===== src/rtl/demux_1to4_tdm.sv =====
// demux_1to4_tdm
//   Time-division 1-to-4 demultiplexer. Serial slot words arrive on din,
//   one per valid beat, in lane order A, B, C, D. Slots A..C are collected
//   in shadow registers. The slot-D beat commits the whole frame to the
//   registered lane outputs and raises a one-cycle frame_valid strobe.
//
// Ports
//   clk          : rising-edge clock
//   rst          : synchronous active-high reset (priority over all inputs)
//   din          : serial slot word (WIDTH bits)
//   din_valid    : din carries a slot word this cycle
//   sync         : with din_valid, marks din as slot 0 (lane A)
//   A, B, C, D   : lanes of the last completed frame
//   s0, s1       : slot counter; {s1,s0} is the slot for the next valid word
//   frame_valid  : one-cycle pulse when A..D hold a new frame
//   sync_err     : one-cycle pulse when an early sync aborted a frame
//   frame_cnt    : completed-frame count, wraps 255 -> 0
module demux_1to4_tdm #(
  parameter int unsigned WIDTH = 1
) (
  input  logic             clk,
  input  logic             rst,
  input  logic [WIDTH-1:0] din,
  input  logic             din_valid,
  input  logic             sync,
  output logic [WIDTH-1:0] A,
  output logic [WIDTH-1:0] B,
  output logic [WIDTH-1:0] C,
  output logic [WIDTH-1:0] D,
  output logic             s0,
  output logic             s1,
  output logic             frame_valid,
  output logic             sync_err,
  output logic [7:0]       frame_cnt
);

  typedef enum logic {
    IDLE = 1'b0,
    RUN  = 1'b1
  } state_t;

  state_t           state_q, state_d;
  logic [1:0]       slot_q, slot_d;
  logic [WIDTH-1:0] sha_q, sha_d;
  logic [WIDTH-1:0] shb_q, shb_d;
  logic [WIDTH-1:0] shc_q, shc_d;
  logic [WIDTH-1:0] a_q, a_d;
  logic [WIDTH-1:0] b_q, b_d;
  logic [WIDTH-1:0] c_q, c_d;
  logic [WIDTH-1:0] d_q, d_d;
  logic             fv_q, fv_d;
  logic             serr_q, serr_d;
  logic [7:0]       cnt_q, cnt_d;

  always_ff @(posedge clk) begin
    if (rst) begin
      state_q <= IDLE;
      slot_q  <= '0;
      sha_q   <= '0;
      shb_q   <= '0;
      shc_q   <= '0;
      a_q     <= '0;
      b_q     <= '0;
      c_q     <= '0;
      d_q     <= '0;
      fv_q    <= 1'b0;
      serr_q  <= 1'b0;
      cnt_q   <= '0;
    end else begin
      state_q <= state_d;
      slot_q  <= slot_d;
      sha_q   <= sha_d;
      shb_q   <= shb_d;
      shc_q   <= shc_d;
      a_q     <= a_d;
      b_q     <= b_d;
      c_q     <= c_d;
      d_q     <= d_d;
      fv_q    <= fv_d;
      serr_q  <= serr_d;
      cnt_q   <= cnt_d;
    end
  end

  always_comb begin
    state_d = state_q;
    slot_d  = slot_q;
    sha_d   = sha_q;
    shb_d   = shb_q;
    shc_d   = shc_q;
    a_d     = a_q;
    b_d     = b_q;
    c_d     = c_q;
    d_d     = d_q;
    fv_d    = 1'b0;
    serr_d  = 1'b0;
    cnt_d   = cnt_q;

    unique case (state_q)
      IDLE: begin
        // Unaligned words are dropped until the first sync beat.
        if (din_valid && sync) begin
          sha_d   = din;
          slot_d  = 2'b01;
          state_d = RUN;
        end
      end

      RUN: begin
        if (din_valid) begin
          if (sync && (slot_q != 2'b00)) begin
            // Early sync: restart the frame at slot A; outputs keep the old frame.
            serr_d = 1'b1;
            sha_d  = din;
            slot_d = 2'b01;
          end else begin
            unique case (slot_q)
              2'b00: sha_d = din;
              2'b01: shb_d = din;
              2'b10: shc_d = din;
              2'b11: begin
                // Slot D bypasses the shadows so all four lanes update together.
                a_d   = sha_q;
                b_d   = shb_q;
                c_d   = shc_q;
                d_d   = din;
                fv_d  = 1'b1;
                cnt_d = cnt_q + 8'd1;
              end
              default: ;
            endcase
            slot_d = slot_q + 2'd1;
          end
        end
      end

      default: state_d = IDLE;
    endcase
  end

  assign A           = a_q;
  assign B           = b_q;
  assign C           = c_q;
  assign D           = d_q;
  assign s0          = slot_q[0];
  assign s1          = slot_q[1];
  assign frame_valid = fv_q;
  assign sync_err    = serr_q;
  assign frame_cnt   = cnt_q;

endmodule

===== config.mk =====
export PLATFORM = sky130hd
export DESIGN_NAME = demux_1to4_tdm
export DESIGN_NICKNAME = d
export VERILOG_FILES = /design/src/rtl/demux_1to4_tdm.sv
export SDC_FILE = /design/constraint.sdc
export NUM_CORES = 1
export LEC_CHECK = 0
export ABC_AREA = 1
export CORE_MARGIN = 4
export CORE_UTILIZATION = 42
export CTS_BUF_LIST = sky130_fd_sc_hd__clkbuf_4 sky130_fd_sc_hd__clkbuf_8
export DETAILED_ROUTE_END_ITERATION = 6
export HOLD_SLACK_MARGIN = 0.02
export PLACE_DENSITY = 0.66
export SLEW_MARGIN = 20
export SYNTH_ARGS = -nofsm -noshare
export SYNTH_HDL_FRONTEND = slang
export SYNTH_SLANG_ARGS = --single-unit

===== constraint.sdc =====
create_clock -name clk -period 2.8 [get_ports clk]
set_input_delay 0.28 -clock clk [delete_from_list [all_inputs] [get_ports clk]]
set_output_delay 0.28 -clock clk [all_outputs]
set_load 0.01 [all_outputs]

# == After elaboration in Yosys (flattened, before gate mapping) ==
# Cells that the tools add are included.
# totals
inputBits,5
word_cells,47
ff_bits,20
# op_classes
addsub,2
n_reduce_logical,11
mux,13
bitwise_logic,3
n_eq_ne,6
# op_table
operator,n
AND reduction 4 bit,3
adder 8 x 1 -> 8 bit (second input constant),1
two-way mux 1 bit,8
two-way mux 2 bit,3
== test 2 bit (second input constant),2
inequality test 2 bit (second input constant),2
one-hot mux 2 bit (2 select lines),1
OR reduction 4 bit,1
inequality test 3 x 1 -> 1 bit (second input constant),1
NOT 1 bit,3
AND reduction 3 bit,1
OR reduction 3 bit,1
adder 2 x 1 -> 2 bit (second input constant),1
== test 2 x 1 -> 1 bit (second input constant),1
logical AND 1 bit,2
zero test 2 bit,1
one-hot mux 1 bit (2 select lines),1
AND reduction 2 bit,1
nonzero test 2 bit,1

# == Depth between registers and ports, before layout ==
# Gate-level depths: netlist (run 1).
# logic_depth
depth_word,5
depth_mapped,10

# == Worst setup path before layout (run 1) ==
# No wires, ideal clock.
# synth_timing
path_type,flip-flop to flip-flop
from,reg slot_q[0]
to,reg cnt_q[7] (netlist: frame_cnt[7])
setup_time_ns,0.115
setup_slack_ns,1.379
synth_period_minus_slack_ns,1.421
t_required_ns,2.685
path_buffers,1
arrival_ns,1.306
stages_incl_launch_ff,10
path_cell_list,dfxtp_1 > inv_1 > ha_1 > inv_1 > nand2_2 > nand2_2 > nor2_4 > buf_6 > a21oi_1 > nor2_1
# synth_between
elab_chain_cells,4
elab_cells_between_ends,5
# synth_lines
element,line,source
"start, declared",43,"logic [1:0] slot_q, slot_d;"
"start signal, assigned",71,slot_q <= slot_d;
nonzero test 2 bit,111,if (sync && (slot_q != 2'b00)) begin
logical AND 1 bit,111,
NOT 1 bit (no line),n/a,
AND reduction 4 bit (no line) *,n/a,
"end signal, assigned",81,cnt_q <= cnt_d;
"end, declared",53,"logic [7:0] cnt_q, cnt_d;"
# Mark *: on every way between the ends. The rest lies on a longest branch, timed or not.
# A chain may end at the register's enable or synchronous reset.

# == Final worst setup path (run 1) ==
# layout_timing
from,reg slot_q[0]
to,out s0
# layout_rtl
element,line,source
"end, declared",30,"output logic s0,"
# No word-level cell between the ends.

==> key figures, run 1 <==
Routing
  • Met3 routed wirelength: 78 um
  • Number of vias per cell after detailed routing: 4.76
  • Residual antenna-violating net count after detailed routing: 0
  • Pre-antenna DRT Iters: 4
  • Post-DR wirelength/cell: 10.6 um
  • DRC violation total after the first TritonRoute iteration: 17
  • DRC errors left: 0
  • Detailed-route via count: 785
  • Wire length the detailed router placed on met1: 781 um
  • Met2 wire length: 873 um
  • Wirelength, routed: 1750 um
  • Highest routed metal layer: met4

Global routing
  • Via count of the first global-routing pass: 751
  • Global-route wire length before repair: 3060 um
  • Overall overflow remaining after global route: 0
  • Pin count of the biggest net entering global routing: 14
  • Global Route Usage Sum: 14.4%
  • Number of antenna violations at the first check in global routing: 0

Synth
  • Top flip-flop cell by instance count after synthesis: sky130_fd_sc_hd__dfxtp_1
  • Count of cell types in the netlist: 16
  • Syn avg cell area: 7.59 um^2
  • Number of synthesized flops with an enable pin: 0
  • Number of cells produced by synthesis: 117
  • Post-Syn Area: 888 um^2
  • Number of nets produced by synthesis: 127
  • Fraction of synthesis flops using an asynchronous set or reset pin: 0%
  • Total of warnings raised by yosys: 0
  • Share of synthesized area occupied by flip-flops and latches: 45.1%
  • Post-synthesis sequential element count: 20

CTS
  • CTS buffer count: 3
  • Clk pin slew, worst setup/hold paths: 0.10 ns
  • Worst-case clock buffer depth: 2
  • CTS Hold Bufs: 0
  • Clk sinks: 20
  • H-tree levels: 1
  • Number of cells upsized or downsized after cts: 0
  • Setup bufs post-CTS: 0
  • Clock tree root driver cell: sky130_fd_sc_hd__clkbuf_4
  • TritonCTS clock tree: done
  • Insertion delay of the later-clocked pin in the worst-skew pair: 0.29 ns

Critical path
  • Endpoint class of the critical path: output pin
  • Crit-path leading delay family: buffers and inverters
  • List of cells traversed by the critical path: clkdlybuf4s50_1
  • Arrival time worst endpoint: 1.32 ns
  • Crit Path Category: reg2out
  • Slowest stage delay, CP: 0.58 ns
  • Buffers & Inverters on Critical Path: 1
  • Critical path launch point type: flip-flop
  • Required @ worst endpoint: 2.52 ns
  • Cell with the largest stage delay on the worst path: sky130_fd_sc_hd__clkdlybuf4s50_1
  • Worst Path Max Fanout: 6

Status
  • Result of the run: complete, no violations

STA
  • Maximum clock rate: 0.624 GHz
  • Final hold vios: 0
  • Unrepaired setup endpoints after global routing: false
  • Hold Worst Slack: 0.469 ns
  • Slew Limit Fails: 0
  • Tightest Pin Transition: 0.474 ns
  • Worst slew slack as a fraction of its limit: 68.3%
  • Final period util: 57.3%
  • Final setup violation count: 0
  • Worst-case clock skew: 0.00195 ns
  • Setup TNS after final layout: 0 ns
  • Final period demand of the worst path: 1.60 ns

Die
  • Number of rows created at floorplan: 16
  • Die boundary height: 54.0 um
  • Initial core utilization: 44.8%
  • Chip width: 54.0 um
  • Die area: 2910 um^2
  • Number of top-level pins: 21
  • Std-Cell Core Area: 1980 um^2

Power and ir drop
  • Static leakage power: 0.429 nW
  • Max IR drop VDD: 0.213 mV
  • Power Density: 406 nW/um^2

Layout
  • Filler cell count: 201
  • Final instance area: 1130 um^2
  • Layout cell share with drive strength beyond 1: 6.52%
  • Area of combinational cells with multiple inputs: 439 um^2
  • Storage cell area: 400 um^2
  • Diode insertion count for antenna repair: 0
  • Final-stage net count: 150
  • Final std cells w/o fill: 165
  • Synth-to-layout area growth: 27.2%

Place
  • Placed cell count: 162
  • Input/output buffers: 20
  • Post-detail-place hpwl: 1320 um
  • Placer Congestion: 0.756
  • Total placed instance area: 1110 um^2

Hold path
  • Hold WC Path Type: reg2reg

Job
  • Maxcap violations: 0
## per-stage QoR
stage | worst slack (ns) | power (W) | utilization, %
after floorplan | 1.38 | 0.000319 | -
after global placement | 1.23 | 0.000334 | 55.9
after detailed placement | 1.20 | 0.000334 | 55.9
after CTS | 1.18 | 0.000465 | 57.0
after global routing | 1.13 | 0.000479 | 57.0
final | 1.20 | 0.000459 | 57.0
## state kept, by name, summed over array words and instances (netlist names)
| name | cells |
|---|---|
| sync_err | 1 |
| slot_q | 2 |
| shb_q | 1 |
| state_q | 1 |
| frame_cnt | 8 |
| D | 1 |
| C | 1 |
| A | 1 |
| shc_q | 1 |
| frame_valid | 1 |
| B | 1 |
| sha_q | 1 |
## cell type report
type,count,area share [%]
inverter,9,2.99
timing repair buffer,20,17.7
tap,27,2.99
clock buffer,3,1.99
multi-input combinational,86,38.9
sequential,20,35.4
## worst reg2reg max path, cell delays in order, from the launching register on
cell                      delay (ns)
sky130_fd_sc_hd__dfxtp_1        0.38
sky130_fd_sc_hd__inv_1          0.11
sky130_fd_sc_hd__ha_1           0.14
sky130_fd_sc_hd__inv_1          0.07
sky130_fd_sc_hd__nand2_2        0.11
sky130_fd_sc_hd__nand2_2        0.07
sky130_fd_sc_hd__nor2_4         0.26
sky130_fd_sc_hd__nand3_1        0.12
sky130_fd_sc_hd__nand2_1        0.08
sky130_fd_sc_hd__nor2_1         0.04
## final timing paths
| check | endpoint | depth (start not counted) | slack, ns | startpoint |
|---|---|---|---|---|
| worst max-delay path | s0 | 1 | 1.20 | slot_q[0] |
| worst min register to register | shb_q | 2 | 0.47 | shb_q |
| worst max register to register | frame_cnt[6] | 9 | 1.32 | slot_q[0] |
| worst min-delay path | shb_q | 2 | 0.47 | shb_q |
## cell usage after synthesis (3+ instances only)
| cell | instances | area [um^2] |
|---|---|---|
| sky130_fd_sc_hd__nor2_1 | 17 | 63.8 |
| sky130_fd_sc_hd__inv_1 | 9 | 33.8 |
| sky130_fd_sc_hd__a21oi_1 | 14 | 70.1 |
| sky130_fd_sc_hd__nand2_2 | 3 | 18.8 |
| sky130_fd_sc_hd__dfxtp_1 | 20 | 400 |
| sky130_fd_sc_hd__ha_1 | 5 | 62.6 |
| sky130_fd_sc_hd__o21ai_0 | 3 | 15.0 |
| sky130_fd_sc_hd__nand3_1 | 9 | 45.0 |
| sky130_fd_sc_hd__nand2_1 | 30 | 113 |
## per-layer routing
| metal | vias to the layer above | track usage (%) |
|---|---|---|
| li1 | 418 | - |
| met1 | 350 | 16.6 |
| met2 | 15 | 25.6 |
| met3 | 2 | 2.77 |
| met4 | 0 | 6.22 |
| met5 | - | 0 |
## cell families (layout without fill, tap and decap cells)
group                      Yosys count  count (layout)  share of synthesized area, %
AOI/OAI and AO/OA                   18              18                          10.6
xor gates and xnor gates             1               1                         0.986
adders and majority gates            5               5                          7.04
buffers and inverters               11              32                          5.49
DFF                                 20              20                          45.1
and+or+nand+nor                     62              62                          30.8
## where the power goes
group | internal [W] | switching [W]
registers | 0.000289 | 0.00000400
logic | 0.0000147 | 0.0000209
clock network | 0.0000500 | 0.0000810
total | 0.000353 | 0.000106
## layout by cell type, fill, tap and decap left out
master                            synthesis  routed
sky130_fd_sc_hd__nor2_1                  17      17
sky130_fd_sc_hd__a21oi_1                 14      14
sky130_fd_sc_hd__nand3_4                  1       1
sky130_fd_sc_hd__nor3_1                   1       1
sky130_fd_sc_hd__ha_1                     5       5
sky130_fd_sc_hd__nor2_4                   1       1
sky130_fd_sc_hd__nand2_1                 30      30
sky130_fd_sc_hd__clkdlybuf4s50_1          0      20
sky130_fd_sc_hd__xor2_1                   1       1
sky130_fd_sc_hd__o21ai_0                  3       3
sky130_fd_sc_hd__a21oi_2                  1       1
sky130_fd_sc_hd__nand2_2                  3       3
sky130_fd_sc_hd__nand3_1                  9       9
sky130_fd_sc_hd__inv_1                    9       9
sky130_fd_sc_hd__clkbuf_4                 0       3
sky130_fd_sc_hd__dfxtp_1                 20      20
(Power assumes the default switching activity.)
==> run 2, diff against run 1 <==
- PLACE_DENSITY: 0.66 -> 0.69
- clock period: 2.8 -> 1.3 ns (I/O delays scaled with it)
==> key figures, run 2 (synthesis gave the netlist of run 1 again) <==
Job
  • Maxcap violations: 0 (unchanged)

Routing
  • Wirelength, routed: 2160 um (+24%)
  • Pre-antenna DRT Iters: 4 (unchanged)
  • Number of vias per cell after detailed routing: 4.77 (+0.33%)
  • DRC errors left: 0 (unchanged)
  • Residual antenna-violating net count after detailed routing: 0 (unchanged)
  • DRC violation total after the first TritonRoute iteration: 10 (-7)
  • Post-DR wirelength/cell: 11.9 um (+13%)
  • Detailed-route via count: 864 (+10%)

Power and ir drop
  • Net Sw Power: 0.000274 W (+160%)
  • Post-layout power: 0.00126 W (+180%)
  • Static leakage power: 0.634 nW (+48%)
  • Sw frac: 21.6% (-1.4 points)
  • Max IR drop VDD: 0.710 mV (+230%)
  • Cell Int Power: 0.000990 W (+180%)
  • Combinational cell fraction of total power: 10.0% (+2.3 points)
  • Power Density: 917 nW/um^2 (+130%)
  • Share of power burned in the clock network: 40.4% (+12 points)
  • Sequential share of power: 49.6% (-14 points)

Critical path
  • Arrival time worst endpoint: 1.49 ns (+0.17 ns)
  • Cell with the largest stage delay on the worst path: sky130_fd_sc_hd__dfxtp_4
  • Reg2reg path depth: 10 (+1)
  • Reg2Reg Setup Slack: 0.02 ns (-1.30 ns)
  • Required @ worst endpoint: 1.51 ns (-1.01 ns)
  • Crit Path Category: reg2reg
  • Slowest stage delay, CP: 0.38 ns (-0.20 ns)
  • Critical path launch point type: flip-flop
  • Worst Path Max Fanout: 6 (unchanged)
  • Endpoint class of the critical path: flip-flop
  • End of the worst register-to-register path: frame_cnt[7]
  • Reg2reg start: slot_q[0]
  • List of cells traversed by the critical path: inv_4, ha_4, inv_4, nand2_4, nand2_4, nor2_4, buf_6, nand3_2, nand2_2, nor2_2

STA
  • Setup TNS after final layout: 0 ns (unchanged)
  • Final period demand of the worst path: 1.28 ns
  • Tightest Pin Transition: 0.314 ns (-0.160 ns)
  • Worst-case clock skew: 0.00553 ns (+0.00358 ns)
  • Slew Limit Fails: 0 (unchanged)
  • Final setup violation count: 0 (unchanged)
  • Worst slew slack as a fraction of its limit: 79.0% (+11 points)
  • Unrepaired setup endpoints after global routing: true
  • Final period util: 98.5%
  • Final hold vios: 0 (unchanged)
  • Maximum clock rate: 0.781 GHz

CTS
  • CTS Hold Bufs: 0 (unchanged)
  • CTS buffer count: 3 (unchanged)
  • Clock tree root driver cell: sky130_fd_sc_hd__clkbuf_4
  • Clk sinks: 20 (unchanged)
  • TritonCTS clock tree: done
  • Insertion delay of the later-clocked pin in the worst-skew pair: 0.30 ns (about the same)
  • H-tree levels: 1 (unchanged)
  • Clk pin slew, worst setup/hold paths: 0.12 ns (+0.02 ns)
  • Worst-case clock buffer depth: 2 (unchanged)

Status
  • Result of the run: complete, no violations

Global routing
  • Number of antenna violations at the first check in global routing: 0 (unchanged)
  • Global Route Usage Sum: 16.4% (+2.0 points)
  • Global-route wire length before repair: 3520 um (+15%)
  • Pin count of the biggest net entering global routing: 13 (-1)
  • Overall overflow remaining after global route: 0 (unchanged)
  • Via count of the first global-routing pass: 859 (+14%)

Place
  • Placer Congestion: 0.795 (+5.2%)
  • Post-detail-place hpwl: 1450 um (+9.9%)
  • Input/output buffers: 20 (unchanged)

Die
  • Number of rows created at floorplan: 16 (unchanged)
  • Die boundary height: 54.0 um (unchanged)
  • Chip width: 54.0 um (unchanged)
  • Initial core utilization: 44.8% (unchanged)
  • Std-Cell Core Area: 1980 um^2 (unchanged)
  • Die area: 2910 um^2 (unchanged)
  • Number of top-level pins: 21 (unchanged)

Layout
  • Flip-flop count of the largest register after layout: 8 (unchanged)
  • Most common cell after layout, fill and taps aside: sky130_fd_sc_hd__nand2_1
  • Leading cell types in the layout, fill and taps excluded: sky130_fd_sc_hd__nand2_1, sky130_fd_sc_hd__dfxtp_1, sky130_fd_sc_hd__nor2_1, sky130_fd_sc_hd__dlygate4sd2_1, sky130_fd_sc_hd__buf_4
  • Layout cell share with drive strength beyond 1: 34.4% (+28 points)
  • Final-stage net count: 165 (+10%)
  • Diode insertion count for antenna repair: 0 (unchanged)
  • Synth-to-layout area growth: 55.1%

Hold path
  • Hold WC Path Type: in2reg
  • Hold path start: din
  • Worst hold path endpoint: sha_q
  • WHS Path Cells: 3 (+1)
==> run 2: per-layer routing <==
layer  track usage (%)  wire [um]  up-vias
met4              8.71         23        0
met5                 0          0        -
met3              2.77         76        2
li1                  -          -      450
met1              18.0        914      398
met2              29.6       1150       14
==> run 2: area by class of cell <==
class	count	area, um^2
Inverter	9	41.3
Timing Repair Buffer	35	304
Tap cell	27	33.8
Fill cell	174	604
Sequential cell	20	412
Clock inverter	1	30.0
Clock buffer	3	22.5
Multi-Input combinational cell	86	534
==> run 2: critical path: cells and delay by family (launching register included) <==
family	cells	cell delay, ns
adders and majority gates	1	0.13
and+or+nand+nor	6	0.44
DFF	1	0.38
buffers and inverters	3	0.24
==> run 2: power groups by stage <==
stage / Clock, W / Sequential (W) / Combinational [W]
final: 0.000511 / 0.000627 / 0.000126
after detailed placement: 0 / 0.000642 / 0.0000980
after floorplan: 0 / 0.000644 / 0.0000443
after CTS: 0.000517 / 0.000627 / 0.000104
after global placement: 0 / 0.000642 / 0.0000949
after global routing: 0.000538 / 0.000629 / 0.000140
==> run 2: timing repair <==
item                                   4_1_cts  5_1_grt
setup endpoints to repair                   23       18
endpoints found under the hold margin        0        0
setup buffers                                1        3
pin swaps                                    0        1
resized for setup                           24       28
==> run 2: how the worst max path moves through the flow <==
| stage | to | slack [ns] | cells after the start | start |
|---|---|---|---|---|
| floorplan | frame_cnt[7] | 0.006 | 9 | slot_q[0] |
| global placement | frame_cnt[3] | -0.05 | 8 | din_valid |
| detailed placement | sha_q | -0.11 | 6 | din_valid |
| CTS | frame_cnt[7] | -0.01 | 10 | slot_q[0] |
| global route | frame_cnt[7] | -0.06 | 10 | slot_q[0] |
| finish | frame_cnt[7] | 0.02 | 10 | slot_q[0] |
==> run 2: per-stage QoR <==
stage | hold slack [ns] | util (%) | worst slack, ns | cell area, um^2 | std cells
6_report | 0.479 | 69.5 | 0.0199 | 1380 | 181
5_1_grt | 0.500 | 69.5 | -0.0588 | 1380 | 181
4_1_cts | 0.455 | 63.9 | -0.0133 | 1270 | 178
3_5_place_dp | 0.460 | 60.3 | -0.114 | 1190 | 173
3_3_place_gp | 0.451 | 60.3 | -0.0547 | 1190 | 173
2_1_floorplan | 0.199 | - | 0.00632 | 893 | 117
==> run 3, diff against run 2 <==
- SLEW_MARGIN: 20 -> unset
==> results of run 3 <==
No change in the layout: final DEF, timing and power equal those of run 2.
